## config.mk

```make
export PLATFORM = sky130hd
export DESIGN_NAME = em_stage
export DESIGN_NICKNAME = d
export VERILOG_FILES = /design/src/rtl/em_stage.sv
export SDC_FILE = /design/constraint.sdc
export NUM_CORES = 1
export LEC_CHECK = 0
export CORE_MARGIN = 5
export CORE_UTILIZATION = 50
export CTS_BUF_LIST = sky130_fd_sc_hd__clkbuf_4 sky130_fd_sc_hd__clkbuf_8
export CTS_CLUSTER_DIAMETER = 50
export DETAILED_ROUTE_END_ITERATION = 16
export GPL_ROUTABILITY_DRIVEN = 0
export GPL_TIMING_DRIVEN = 0
export PLACE_DENSITY_LB_ADDON = 0.25
export SLEW_MARGIN = 20
export SYNTH_ARGS = -nofsm -noshare
export SYNTH_HDL_FRONTEND = slang
export SYNTH_SLANG_ARGS = --single-unit
export TNS_END_PERCENT = 100
```

## constraint.sdc

```tcl
create_clock -name clk -period 2.3 [get_ports clk]
set_input_delay 0.69 -clock clk [delete_from_list [all_inputs] [get_ports clk]]
set_output_delay 0.69 -clock clk [all_outputs]
set_load 0.005 [all_outputs]
```

## src/rtl/em_stage.sv

```systemverilog
// em_stage: execute/memory stage of the 10-bit pipeline.
//
// Takes the latched FD->EM bundle, runs the ALU, and either produces a
// one-cycle registered writeback (non-memory ops) or issues a data-memory
// request and waits for dmem_ack (LOAD/STORE). While a request is outstanding
// the stage raises stall. An access that sees no ack for MEM_TIMEOUT wait
// cycles is aborted and the sticky mem_err flag is raised.
//
// Optional feature macro: EM_FWD_EN
//   When defined, the previous cycle's writeback (wb_valid/wb_addr/wb_data)
//   is forwarded onto ALU operand A if wb_addr matches gp_rdata1_address_in.
//
// Ports:
//   clk, reset (async, active-low)
//   in_valid, gp_rdata1_address_in, gp_rdata2_address_in, aluA_in, aluB_in,
//   alu_ctrl_in, gp_reg_wb_in, mem_we_in, mem_re_in, store_data_in : FD->EM bundle
//   dmem_req/we/addr/wdata (out), dmem_ack/rdata (in) : data-memory handshake
//   stall (out)                        : stage busy, upstream must hold
//   wb_valid/wb_addr/wb_data (out)     : registered writeback bundle
//   mem_err (out), err_clr (in)        : sticky timeout flag and its clear
module em_stage #(
    parameter int unsigned DW          = 10,
    parameter int unsigned RW          = 3,
    parameter int unsigned MEM_TIMEOUT = 15
) (
    input  logic          clk,
    input  logic          reset,
    input  logic          in_valid,
    input  logic [RW-1:0] gp_rdata1_address_in,
    input  logic [RW-1:0] gp_rdata2_address_in,
    input  logic [DW-1:0] aluA_in,
    input  logic [DW-1:0] aluB_in,
    input  logic [2:0]    alu_ctrl_in,
    input  logic          gp_reg_wb_in,
    input  logic          mem_we_in,
    input  logic          mem_re_in,
    input  logic [DW-1:0] store_data_in,
    output logic          dmem_req,
    output logic          dmem_we,
    output logic [DW-1:0] dmem_addr,
    output logic [DW-1:0] dmem_wdata,
    input  logic          dmem_ack,
    input  logic [DW-1:0] dmem_rdata,
    output logic          stall,
    output logic          wb_valid,
    output logic [RW-1:0] wb_addr,
    output logic [DW-1:0] wb_data,
    output logic          mem_err,
    input  logic          err_clr
);

    typedef enum logic [0:0] {StIdle, StMemWait} state_e;

    state_e        state_q, state_d;
    logic [7:0]    cnt_q, cnt_d;
    logic          req_q, req_d;
    logic          we_q, we_d;
    logic [DW-1:0] addr_q, addr_d;
    logic [DW-1:0] wdata_q, wdata_d;
    logic [RW-1:0] dst_q, dst_d;
    logic          wb_en_q, wb_en_d;
    logic          is_load_q, is_load_d;
    logic          wb_valid_q, wb_valid_d;
    logic [RW-1:0] wb_addr_q, wb_addr_d;
    logic [DW-1:0] wb_data_q, wb_data_d;
    logic          err_q, err_d;
    logic          timeout;

    logic [DW-1:0] op_a;
    logic [DW-1:0] alu_res;
    logic [3:0]    shamt;

    // Operand A selection.
    always_comb begin
        op_a = aluA_in;
`ifdef EM_FWD_EN
        if (wb_valid_q && (wb_addr_q == gp_rdata1_address_in)) begin
            op_a = wb_data_q;
        end
`endif
    end

`ifndef EM_FWD_EN
    logic unused_src;
    assign unused_src = ^gp_rdata1_address_in;
`endif

    // ALU: modulo 2^DW, shifts by B[3:0] with out-of-range amounts giving 0.
    always_comb begin
        shamt   = aluB_in[3:0];
        alu_res = '0;
        case (alu_ctrl_in)
            3'd0: alu_res = op_a + aluB_in;
            3'd1: alu_res = op_a - aluB_in;
            3'd2: alu_res = op_a & aluB_in;
            3'd3: alu_res = op_a | aluB_in;
            3'd4: alu_res = op_a ^ aluB_in;
            3'd5: alu_res = (32'(shamt) >= DW) ? '0 : (op_a << shamt);
            3'd6: alu_res = (32'(shamt) >= DW) ? '0 : (op_a >> shamt);
            default: alu_res = aluB_in;
        endcase
    end

    always_comb begin
        state_d    = state_q;
        cnt_d      = cnt_q;
        req_d      = req_q;
        we_d       = we_q;
        addr_d     = addr_q;
        wdata_d    = wdata_q;
        dst_d      = dst_q;
        wb_en_d    = wb_en_q;
        is_load_d  = is_load_q;
        wb_valid_d = 1'b0;
        wb_addr_d  = wb_addr_q;
        wb_data_d  = wb_data_q;
        timeout    = 1'b0;

        case (state_q)
            StIdle: begin
                if (in_valid) begin
                    if (mem_we_in || mem_re_in) begin
                        state_d   = StMemWait;
                        req_d     = 1'b1;
                        addr_d    = alu_res;
                        we_d      = mem_we_in;
                        wdata_d   = store_data_in;
                        // Write wins when both enables are set.
                        is_load_d = ~mem_we_in;
                        wb_en_d   = gp_reg_wb_in;
                        dst_d     = gp_rdata2_address_in;
                        cnt_d     = '0;
                    end else if (gp_reg_wb_in) begin
                        wb_valid_d = 1'b1;
                        wb_addr_d  = gp_rdata2_address_in;
                        wb_data_d  = alu_res;
                    end
                end
            end
            StMemWait: begin
                if (dmem_ack) begin
                    state_d = StIdle;
                    req_d   = 1'b0;
                    if (is_load_q && wb_en_q) begin
                        wb_valid_d = 1'b1;
                        wb_addr_d  = dst_q;
                        wb_data_d  = dmem_rdata;
                    end
                end else if (cnt_q == 8'(MEM_TIMEOUT - 1)) begin
                    state_d = StIdle;
                    req_d   = 1'b0;
                    timeout = 1'b1;
                end else begin
                    cnt_d = cnt_q + 8'd1;
                end
            end
            default: state_d = StIdle;
        endcase

        // Set beats clear.
        if (timeout) begin
            err_d = 1'b1;
        end else if (err_clr) begin
            err_d = 1'b0;
        end else begin
            err_d = err_q;
        end
    end

    always_ff @(posedge clk or negedge reset) begin
        if (!reset) begin
            state_q    <= StIdle;
            cnt_q      <= '0;
            req_q      <= 1'b0;
            we_q       <= 1'b0;
            addr_q     <= '0;
            wdata_q    <= '0;
            dst_q      <= '0;
            wb_en_q    <= 1'b0;
            is_load_q  <= 1'b0;
            wb_valid_q <= 1'b0;
            wb_addr_q  <= '0;
            wb_data_q  <= '0;
            err_q      <= 1'b0;
        end else begin
            state_q    <= state_d;
            cnt_q      <= cnt_d;
            req_q      <= req_d;
            we_q       <= we_d;
            addr_q     <= addr_d;
            wdata_q    <= wdata_d;
            dst_q      <= dst_d;
            wb_en_q    <= wb_en_d;
            is_load_q  <= is_load_d;
            wb_valid_q <= wb_valid_d;
            wb_addr_q  <= wb_addr_d;
            wb_data_q  <= wb_data_d;
            err_q      <= err_d;
        end
    end

    assign dmem_req   = req_q;
    assign dmem_we    = we_q;
    assign dmem_addr  = addr_q;
    assign dmem_wdata = wdata_q;
    assign stall      = (state_q == StMemWait);
    assign wb_valid   = wb_valid_q;
    assign wb_addr    = wb_addr_q;
    assign wb_data    = wb_data_q;
    assign mem_err    = err_q;

endmodule

```

# --- Word-level counts from Yosys, hierarchy flattened ---
# Cells that the tools add are included.
totals:
  ff_bits: 51
  input_bits: 57
  out_inout_bits: 38
classes:
  add_sub_neg: 3
  magnitude_cmp: 1
  n_eq_ne: 16
  n_shift: 2
  n_mux: 41
  bitwise_logic: 5
  reduce_logical: 8
ops:
  columns: ["op", "count"]
  rows:
  - ["$mux W10", 7]
  - ["$pmux W10 S7", 1]
  - ["$mux W8", 4]
  - ["$pmux W10 S2", 1]
  - ["$mux W1", 18]
  - ["$pmux W8 S2", 1]
  - ["$mux W3", 5]
  - ["$ne A2 B2 Y1 const B", 7]
  - ["$add A10 B10 Y10", 1]
  - ["$and A10 B10 Y10", 1]
  - ["$or A10 B10 Y10", 1]
  - ["$shl A10 B4 Y10", 1]
  - ["$shr A10 B4 Y10", 1]
  - ["$sub A10 B10 Y10", 1]
  - ["$xor A10 B10 Y10", 1]
  - ["$eq A3 B3 Y1 const B", 3]
  - ["$add A8 B1 Y8 const B", 1]
  - ["$eq A8 B4 Y1 const B", 1]
  - ["$eq A3 B2 Y1 const B", 2]
  - ["$pmux W1 S2", 3]
  - ["$pmux W3 S2", 1]
  - ["$reduce_and A3 Y1", 2]
  - ["$reduce_and A5 Y1", 1]
  - ["$ge A4 B4 Y1 const B", 1]
  - ["9 further kinds", 10]

# --- Logic depth before layout (Yosys ltp) ---
# Gate-level depths: netlist of the first run.
logic_depth:
  depth_word: 7
  depth_mapped: 14
  mapped_depth_nobuf: 12

# --- Worst setup path before layout of the first run ---
# Ideal clock, no wire load.
synth_timing:
  path_kind: "input -> register"
  startpoint: "in alu_ctrl_in[1]"
  endpoint: "reg wb_data_q[8], in the netlist wb_data[8]"
  setup_time_ns: 0.136
  t_arrival_ns: 3.136
  required_ns: 2.164
  setup_slack_ns: -0.972
  path_stages: 10
  path_cell_list: "buf_2 > nor3b_2 > mux2i_1 > fa_1 > a211oi_1 > nor2_1 > o41ai_2 > xnor2_1 > a2111oi_2 > o41ai_1"
synth_between:
  elab_chain_cells: 6
  elab_cells_between_ends: 12
  classes_between: "6 x eq/ne; 5 x mux; 1 x reduce/logical"
synth_lines:
  columns: ["element", "line_no", "text"]
  rows:
  - ["from (decl)", "33", "input logic [2:0] alu_ctrl_in,"]
  - ["$eq A3 B3 Y1, or another cell as far along", "92", "case (alu_ctrl_in)"]
  - ["$pmux W10 S7 (*)", "92", null]
  - ["$mux W10 (*)", "133", "end else if (gp_reg_wb_in) begin"]
  - ["$mux W10 (*)", "122", "if (mem_we_in || mem_re_in) begin"]
  - ["$mux W10 (*)", "121", "if (in_valid) begin"]
  - ["$pmux W10 S2 (*)", "119", "case (state_q)"]
  - ["to (signal assigned)", "197", "wb_data_q <= wb_data_d;"]
  - ["to (decl)", "65", "logic [DW-1:0] wb_data_q, wb_data_d;"]
# Mark *: on every way between the ends. The rest lies on a longest branch, timed or not. The select of a mux whose other input is x is not followed.
# A chain may end at the register's enable or synchronous reset.

# --- Final worst setup path of the first run ---
layout_timing:
  startpoint: "in alu_ctrl_in[2]"
  endpoint: "reg wb_data_q[4], in the netlist wb_data[4]"
# Same word-level chain as after synthesis.

==> run_results.csv, run 1 <==
group,metric,value,unit
sta,maxSlewHeadroom,42.7,%
setup_path,r2r.worst_path.cells,9,
setup_path,critical_r2r_capture,"wb_data[6]",
setup_path,worst_r2r_startpoint,"stall",
layout,fin_area,6660,µm²
sta,minimum_period_implied_by_the_final_worst_setup_slack,3090,ps
die,io_pins,95,
setup_path,timing.critical_path.to_type,"flop",
synthesis,synthTopCellsByCount,"sky130_fd_sc_hd__nand2_1, sky130_fd_sc_hd__dfrtp_1, sky130_fd_sc_hd__nor2_1, sky130_fd_sc_hd__ha_1, sky130_fd_sc_hd__a21oi_1",
clock_network,cts-root-to-sink-buffers,2,
setup_path,required,2550,ps
power_and_ir_drop,total_leakage_power,0.00294,µW
die,dieWidth,105,µm
power_and_ir_drop,netSwitchingFraction,35.7,%
global_routing,grt_first_pass_wirelength,23900,µm
synthesis,synthesis.instances,516,
outcome,violations,"negative setup slack",
power_and_ir_drop,p_comb_share,50.0,%
synthesis,yosys_register_bits,51,
outcome,status,"finished, violations left",
setup_path,worstPathMaxFanout,4,
synthesis,yosys.area.top_type,"sky130_fd_sc_hd__dfrtp_1",
die,core_region_area,8720,µm²
die,die_h,105,µm
synthesis,yosys.area.top_type_share,28.6,%
drt,dr.first_iter.drc_count,733,
synthesis,synthMostInstantiatedCell,"sky130_fd_sc_hd__nand2_1",
setup_path,critPathSlowestCell,"sky130_fd_sc_hd__o311ai_1",
sta,finalMaxSlewViolations,0,
layout,syn2layout_area_growth,49.0,%
power_and_ir_drop,p_switching,1380,µW
global_routing,globalRoute.totalOverflow,0,
synthesis,synth.net_count,608,
sta,max_clock_freq,323,MHz
placement,dpl-instance-area,5630,µm²
drt,via_count,5162,
sta,worst_clock_skew,5.22,ps
sta,timing_hold_violations_final,0,
clock_network,clk_transition_reported_paths,100,ps
drt,wl_per_cell,22.4,µm
sta,tightestPinTransition,858,ps
synthesis,synth.avg_cell_area,8.65,µm²
clock_network,cts_tree,"done",
synthesis,synth_seq_area_share,28.6,%
drt,wl,17300,µm
power_and_ir_drop,irDropWorstVdd,0.367,mV
synthesis,yosysUniqueCellTypes,72,
synthesis,synth.yosys.warnings,0,
drt,vias_per_cell,6.69,
drt,firstDrtPassIters,6,
setup_path,worstPathArrival,3340,ps
setup_path,cp_num_buf_inv,5,
clock_network,cts_sinks,51,
global_routing,global_route_total_usage_across_every_layer,26.6,%
synthesis,synth_top_flop_cell,"sky130_fd_sc_hd__dfrtp_1",
synthesis,postSynth.asyncResetShare,100,%
sta,grt_setup_unrepaired,"yes",
placement,detailedPlace.worstSlack,-1740,ps
layout,layout-drive-gt1-share,26.2,%
power_and_ir_drop,power.share.clock,16.7,%
sta,setup_total_negative_slack,-9180,ps
placement,port_buffers,90,
placement,dpl_wire_length,10400,µm
sta,timing.final.ws_setup,-791,ps
drt,drc_errors,0,
setup_path,setup.reg_to_reg.worst_slack,110,ps
clock_network,clk-insertion-delay-late,310,ps
synthesis,number_of_synthesized_flops_with_an_enable_pin,0,
layout,antenna_cells_inserted,0,
sta,timing.final.crit_share,134,%
power_and_ir_drop,cell_internal_pwr,2490,µW
drt,ant_nets,0,
setup_path,timing.critical_path.max_delay_family,"compound AO/OA/AOI/OAI gates",
setup_path,crit_type,"in -> reg",
clock_network,cts_made_buffers,5,
die,total_die_area,10900,µm²
synthesis,cell_types_with_the_largest_area_share_after_synthesis,"sky130_fd_sc_hd__dfrtp_1, sky130_fd_sc_hd__ha_1, sky130_fd_sc_hd__nand2_1",
setup_path,worstSetupStartpointType,"input pin",
die,row_count,34,
job,max_cap_violations,0,
setup_path,critical_path.max_stage_delay,350,ps
layout,design.final.nets,755,
sta,total_setup_violations_reported_at_the_end_of_the_flow,18,
power_and_ir_drop,cellPowerDensity,581,nW/µm²
global_routing,number_of_antenna_violations_at_the_first_check_in_global_routing,0,
synthesis,syn_area,4470,µm²
hold_path,hold_path_class,"in -> async",
clock_network,cts-root-buf,"sky130_fd_sc_hd__clkbuf_8",
power_and_ir_drop,sequential_group_share_of_total_power,33.2,%
clock_network,htree_num_levels,2,
setup_path,cp_cell_sequence,"buf_8, buf_8, nor3b_4, buf_12, buf_4, a31oi_4, xnor2_2, ha_4, o21ai_2, nor2_4, buf_4, nor4_4, a2111oi_4, o311ai_1, o21a_1",
global_routing,grt_start_max_net_pins,34,
die,initial_utilization,51.2,%
global_routing,number_of_global_route_vias_before_repair,4734,
[power by group through the flow]
stage / logic, µW / clock network [µW] / registers, µW
finish: 1930 / 648 / 1290
CTS: 1660 / 641 / 1280
detailed placement: 1530 / 0 / 1300
global route: 2060 / 692 / 1310
global placement: 1490 / 0 / 1290
floorplan: 749 / 0 / 1300
[stage by stage]
step / std cells / total power [µW] / utilization [%] / hold slack [ps]
2_1_floorplan: 516 / 2050 / - / 394
3_3_place_gp: 714 / 2780 / 64.4 / 457
3_5_place_dp: 715 / 2830 / 64.6 / 463
4_1_cts: 751 / 3580 / 71.1 / 325
5_1_grt: 772 / 4060 / 76.3 / 335
6_report: 772 / 3870 / 76.3 / 310
[what timing repair did]
action,CTS,global route
hold buffers,0,0
buffers inserted,29,22
gates resized for setup,94,58
pin swaps,35,39
endpoints found under the setup margin,30,35
[metal layers]
metal,vias up,routed length (µm),GRT usage (%),part of all wire (%)
met1,2401,6230,35.0,36
met4,0,1200,12.3,6.9
li1,2158,-,-,-
met5,-,0,0,0
met3,133,2150,7.32,12
met2,470,7740,40.5,45
[logic make-up after synthesis]
| kind of cell | count (synthesis) | synth area share, % |
|---|---|---|
| and+or+nand+nor | 196 | 20.9 |
| buffers and inverters | 61 | 5.80 |
| DFF | 51 | 28.6 |
| xor gates and xnor gates | 19 | 3.73 |
| adders and majority gates | 35 | 9.97 |
| muxes | 29 | 10.3 |
| AOI/OAI and AO/OA | 125 | 20.7 |
[layout make-up]
cell class / count / area, µm²
Inverter: 29 / 114
Multi-Input combinational cell: 404 / 3410
Buffer: 31 / 240
Timing Repair Buffer: 141 / 1370
Clock buffer: 5 / 68.8
Fill cell: 555 / 2070
Clock inverter: 3 / 43.8
Sequential cell: 51 / 1280
Tap cell: 108 / 135
[cells in the final DEF, fill, tap and decap left out, types with 7 or more instances in the layout]
master	netlist	final
sky130_fd_sc_hd__buf_4	2	40
sky130_fd_sc_hd__nand2_1	86	85
sky130_fd_sc_hd__buf_6	1	13
sky130_fd_sc_hd__a21oi_1	29	24
sky130_fd_sc_hd__inv_1	27	26
sky130_fd_sc_hd__buf_12	0	8
sky130_fd_sc_hd__dfrtp_1	51	51
sky130_fd_sc_hd__xnor2_1	11	7
sky130_fd_sc_hd__o21ai_0	16	11
sky130_fd_sc_hd__buf_2	12	7
sky130_fd_sc_hd__clkbuf_1	15	10
sky130_fd_sc_hd__nor2b_1	11	10
sky130_fd_sc_hd__o31ai_1	9	7
sky130_fd_sc_hd__nand3_1	10	9
sky130_fd_sc_hd__xor2_1	8	8
sky130_fd_sc_hd__dlygate4sd2_1	0	8
sky130_fd_sc_hd__mux2i_1	13	12
sky130_fd_sc_hd__clkdlybuf4s50_1	0	70
sky130_fd_sc_hd__ha_1	34	28
sky130_fd_sc_hd__mux4_2	9	10
sky130_fd_sc_hd__nor2_1	41	37
[flip-flops by register name, indices dropped and copies added, names as in the netlist, 3 cells and up]
register / flops
dst_q: 3
dmem_addr: 10
wb_addr: 3
dmem_wdata: 10
wb_data: 10
cnt_q: 8
[how the worst max path moves through the flow]
stage	from	endpoint	depth (start not counted)
CTS	alu_ctrl_in[0]	dmem_addr[8]	12
global route	alu_ctrl_in[2]	wb_data[4]	15
finish	alu_ctrl_in[2]	wb_data[4]	15
floorplan	alu_ctrl_in[2]	dmem_addr[5]	11
global placement	alu_ctrl_in[0]	dmem_addr[5]	12
detailed placement	alu_ctrl_in[0]	dmem_addr[5]	12
Note: power is estimated with default switching activity, not from simulation.
==> inputs of run 2 (changes only) <==
--- a/config.mk
+++ b/config.mk
@@ -9,6 +9,7 @@
 export CORE_UTILIZATION = 50
 export CTS_BUF_LIST = sky130_fd_sc_hd__clkbuf_4 sky130_fd_sc_hd__clkbuf_8
 export CTS_CLUSTER_DIAMETER = 50
+export CTS_CLUSTER_SIZE = 30
 export DETAILED_ROUTE_END_ITERATION = 16
 export GPL_ROUTABILITY_DRIVEN = 0
 export GPL_TIMING_DRIVEN = 0
==> constraint.sdc (replaced) <==
create_clock -name clk -period 3.09 [get_ports clk]
set_input_delay 0.927 -clock clk [delete_from_list [all_inputs] [get_ports clk]]
set_output_delay 0.927 -clock clk [all_outputs]
set_load 0.005 [all_outputs]
==> run 2 against run 1 <==
Net effect: the flow still finishes with violations (negative setup slack); clock power decreased by 39%; via count down 7.6%; worst setup slack improved by 740 ps; non-clock buffer count is 20 lower; critical path depth down 1; utilization down 3.9 points; clock-buffer cell count is the same.
==> run_results.csv, run 2 (synthesis gave the netlist of run 1 again) <==
group,metric,value,unit
drt,wl,15700,µm
hold_path,whs_path_depth,2,
die,core_region_area,8720,µm²
setup_path,worstSetupStartpointType,"input pin",
sta,timing_hold_violations_final,0,
setup_path,worstPathMaxFanout,10,
drt,wl_per_cell,20.9,µm
die,row_count,34,
setup_path,worst_r2r_startpoint,"cnt_q[0]",
sta,timing.final.crit_share,102,%
sta,timing.final.ws_setup,-50.9,ps
layout,final_common_cell,"sky130_fd_sc_hd__nand2_1",
setup_path,critical_path.max_stage_delay,340,ps
layout,fin_area,6320,µm²
clock_network,clk-insertion-delay-late,310,ps
hold_path,hold_start,"dmem_addr[3]",
outcome,status,"finished, violations left",
setup_path,worstPathArrival,3300,ps
placement,port_buffers,90,
clock_network,cts_sinks,51,
global_routing,number_of_antenna_violations_at_the_first_check_in_global_routing,0,
drt,vias_per_cell,6.34,
drt,ant_nets,0,
setup_path,r2r.worst_path.cells,8,
placement,dpl-instance-area,5650,µm²
sta,max_clock_freq,318,MHz
hold_path,holdPathEnd,"dmem_addr[3]",
job,max_cap_violations,0,
setup_path,critPathSlowestCell,"sky130_fd_sc_hd__ha_2",
setup_path,critical_r2r_capture,"cnt_q[6]",
sta,grt_setup_unrepaired,"yes",
die,total_die_area,10900,µm²
global_routing,met3_track_demand_over_resource,6.52,%
sta,minimum_period_implied_by_the_final_worst_setup_slack,3140,ps
global_routing,globalRoute.totalOverflow,0,
sta,maxSlewHeadroom,37.0,%
die,dieWidth,105,µm
power_and_ir_drop,cellPowerDensity,426,nW/µm²
global_routing,grt.busiest_layer,"met2",
sta,tightestPinTransition,942,ps
global_routing,gr_util_met1,35.8,%
layout,design.final.nets,735,
setup_path,setup.reg_to_reg.worst_slack,820,ps
placement,dpl_wire_length,10800,µm
global_routing,number_of_global_route_vias_before_repair,4704,
clock_network,cts_tree,"done",
clock_network,cts_made_buffers,5,
drt,via_count,4770,
die,initial_utilization,51.2,%
outcome,violations,"negative setup slack",
global_routing,grt_start_max_net_pins,21,
drt,firstDrtPassIters,6,
global_routing,grt_first_pass_wirelength,24400,µm
drt,dr.first_iter.drc_count,681,
clock_network,htree_num_levels,2,
power_and_ir_drop,irDropWorstVdd,0.269,mV
layout,syn2layout_area_growth,41.5,%
clock_network,clk_transition_reported_paths,90,ps
global_routing,global_route_total_usage_across_every_layer,27.1,%
power_and_ir_drop,total_leakage_power,0.00277,µW
sta,worst_clock_skew,18.6,ps
global_routing,globalRouteMet2Util,42.4,%
clock_network,cts_stage_hold_buffer_count,0,
sta,setup_total_negative_slack,-100,ps
layout,antenna_cells_inserted,0,
setup_path,required,3250,ps
drt,drc_errors,0,
sta,holdWs,489,ps
clock_network,cts-root-to-sink-buffers,2,
layout,most-common-layout-cells,"sky130_fd_sc_hd__nand2_1, sky130_fd_sc_hd__clkdlybuf4s50_1, sky130_fd_sc_hd__dfrtp_1",
sta,total_setup_violations_reported_at_the_end_of_the_flow,2,
layout,layout-drive-gt1-share,21.1,%
die,io_pins,95,
sta,finalMaxSlewViolations,0,
setup_path,cp_cell_sequence,"buf_12, inv_4, ha_4, and3_4, a21oi_2, xnor2_1, ha_2, buf_4, nand3_1, nor2_1, o21ai_0, and3_1, o21ai_2, o211ai_1",
setup_path,crit_type,"in -> reg",
clock_network,cts-root-buf,"sky130_fd_sc_hd__clkbuf_8",
hold_path,hold_path_class,"reg -> reg",
die,die_h,105,µm
setup_path,timing.critical_path.to_type,"flop",
## run 2: per-stage QoR
step / total power, µW / setup slack, ps / utilization [%] / cells
final: 2690 / -50.9 / 72.4 / 752
after global routing: 2860 / -121 / 72.4 / 752
after CTS: 2610 / -16.8 / 70.6 / 750
after global placement: 2060 / -1030 / 64.2 / 714
after detailed placement: 2110 / -1160 / 64.8 / 716
after floorplan: 1510 / -74.5 / - / 516
## run 2: worst max-delay path by stage
stage | end | startpoint | cells after the start
2_1_floorplan | dmem_addr[5] | alu_ctrl_in[2] | 11
3_3_place_gp | dmem_addr[5] | alu_ctrl_in[0] | 12
3_5_place_dp | dmem_addr[5] | alu_ctrl_in[0] | 12
4_1_cts | dmem_addr[8] | alu_ctrl_in[2] | 13
5_1_grt | wb_data[9] | aluB_in[0] | 13
6_report | dmem_addr[9] | aluB_in[0] | 14
## run 2: report_power, final
part | internal (µW) | switching [µW]
clock | 163 | 234
sequential | 845 | 114
combinational | 719 | 617
total | 1730 | 964
## run 2: area by class of cell
type	count	area (µm²)
Buffer	25	153
Clock buffer	5	68.8
Clock inverter	3	22.5
Fill cell	608	2400
Inverter	29	118
Multi-Input combinational cell	404	3290
Sequential cell	51	1280
Tap cell	108	135
Timing Repair Buffer	127	1260
## run 2: layer usage
metal	part of all wire, %	up-vias
met5	0	-
met4	5.1	0
met3	10	88
met2	45	338
met1	40	2239
li1	-	2105
## run 2: what timing repair did
item / in CTS / in global routing
endpoints found under the setup margin: 19 / 15
endpoints found under the hold margin: 0 / 0
buffers inserted: 29 / 7
pin swaps: 37 / 25
resized for setup: 85 / 38
gates cloned: 0 / 0
## run 2: critical path, delay by kind of cell
kind | cells | cell delay [ps]
simple gates | 4 | 690
compound gates | 4 | 570
fa+ha+maj | 2 | 550
buf+inv | 3 | 420
xor+xnor | 1 | 130
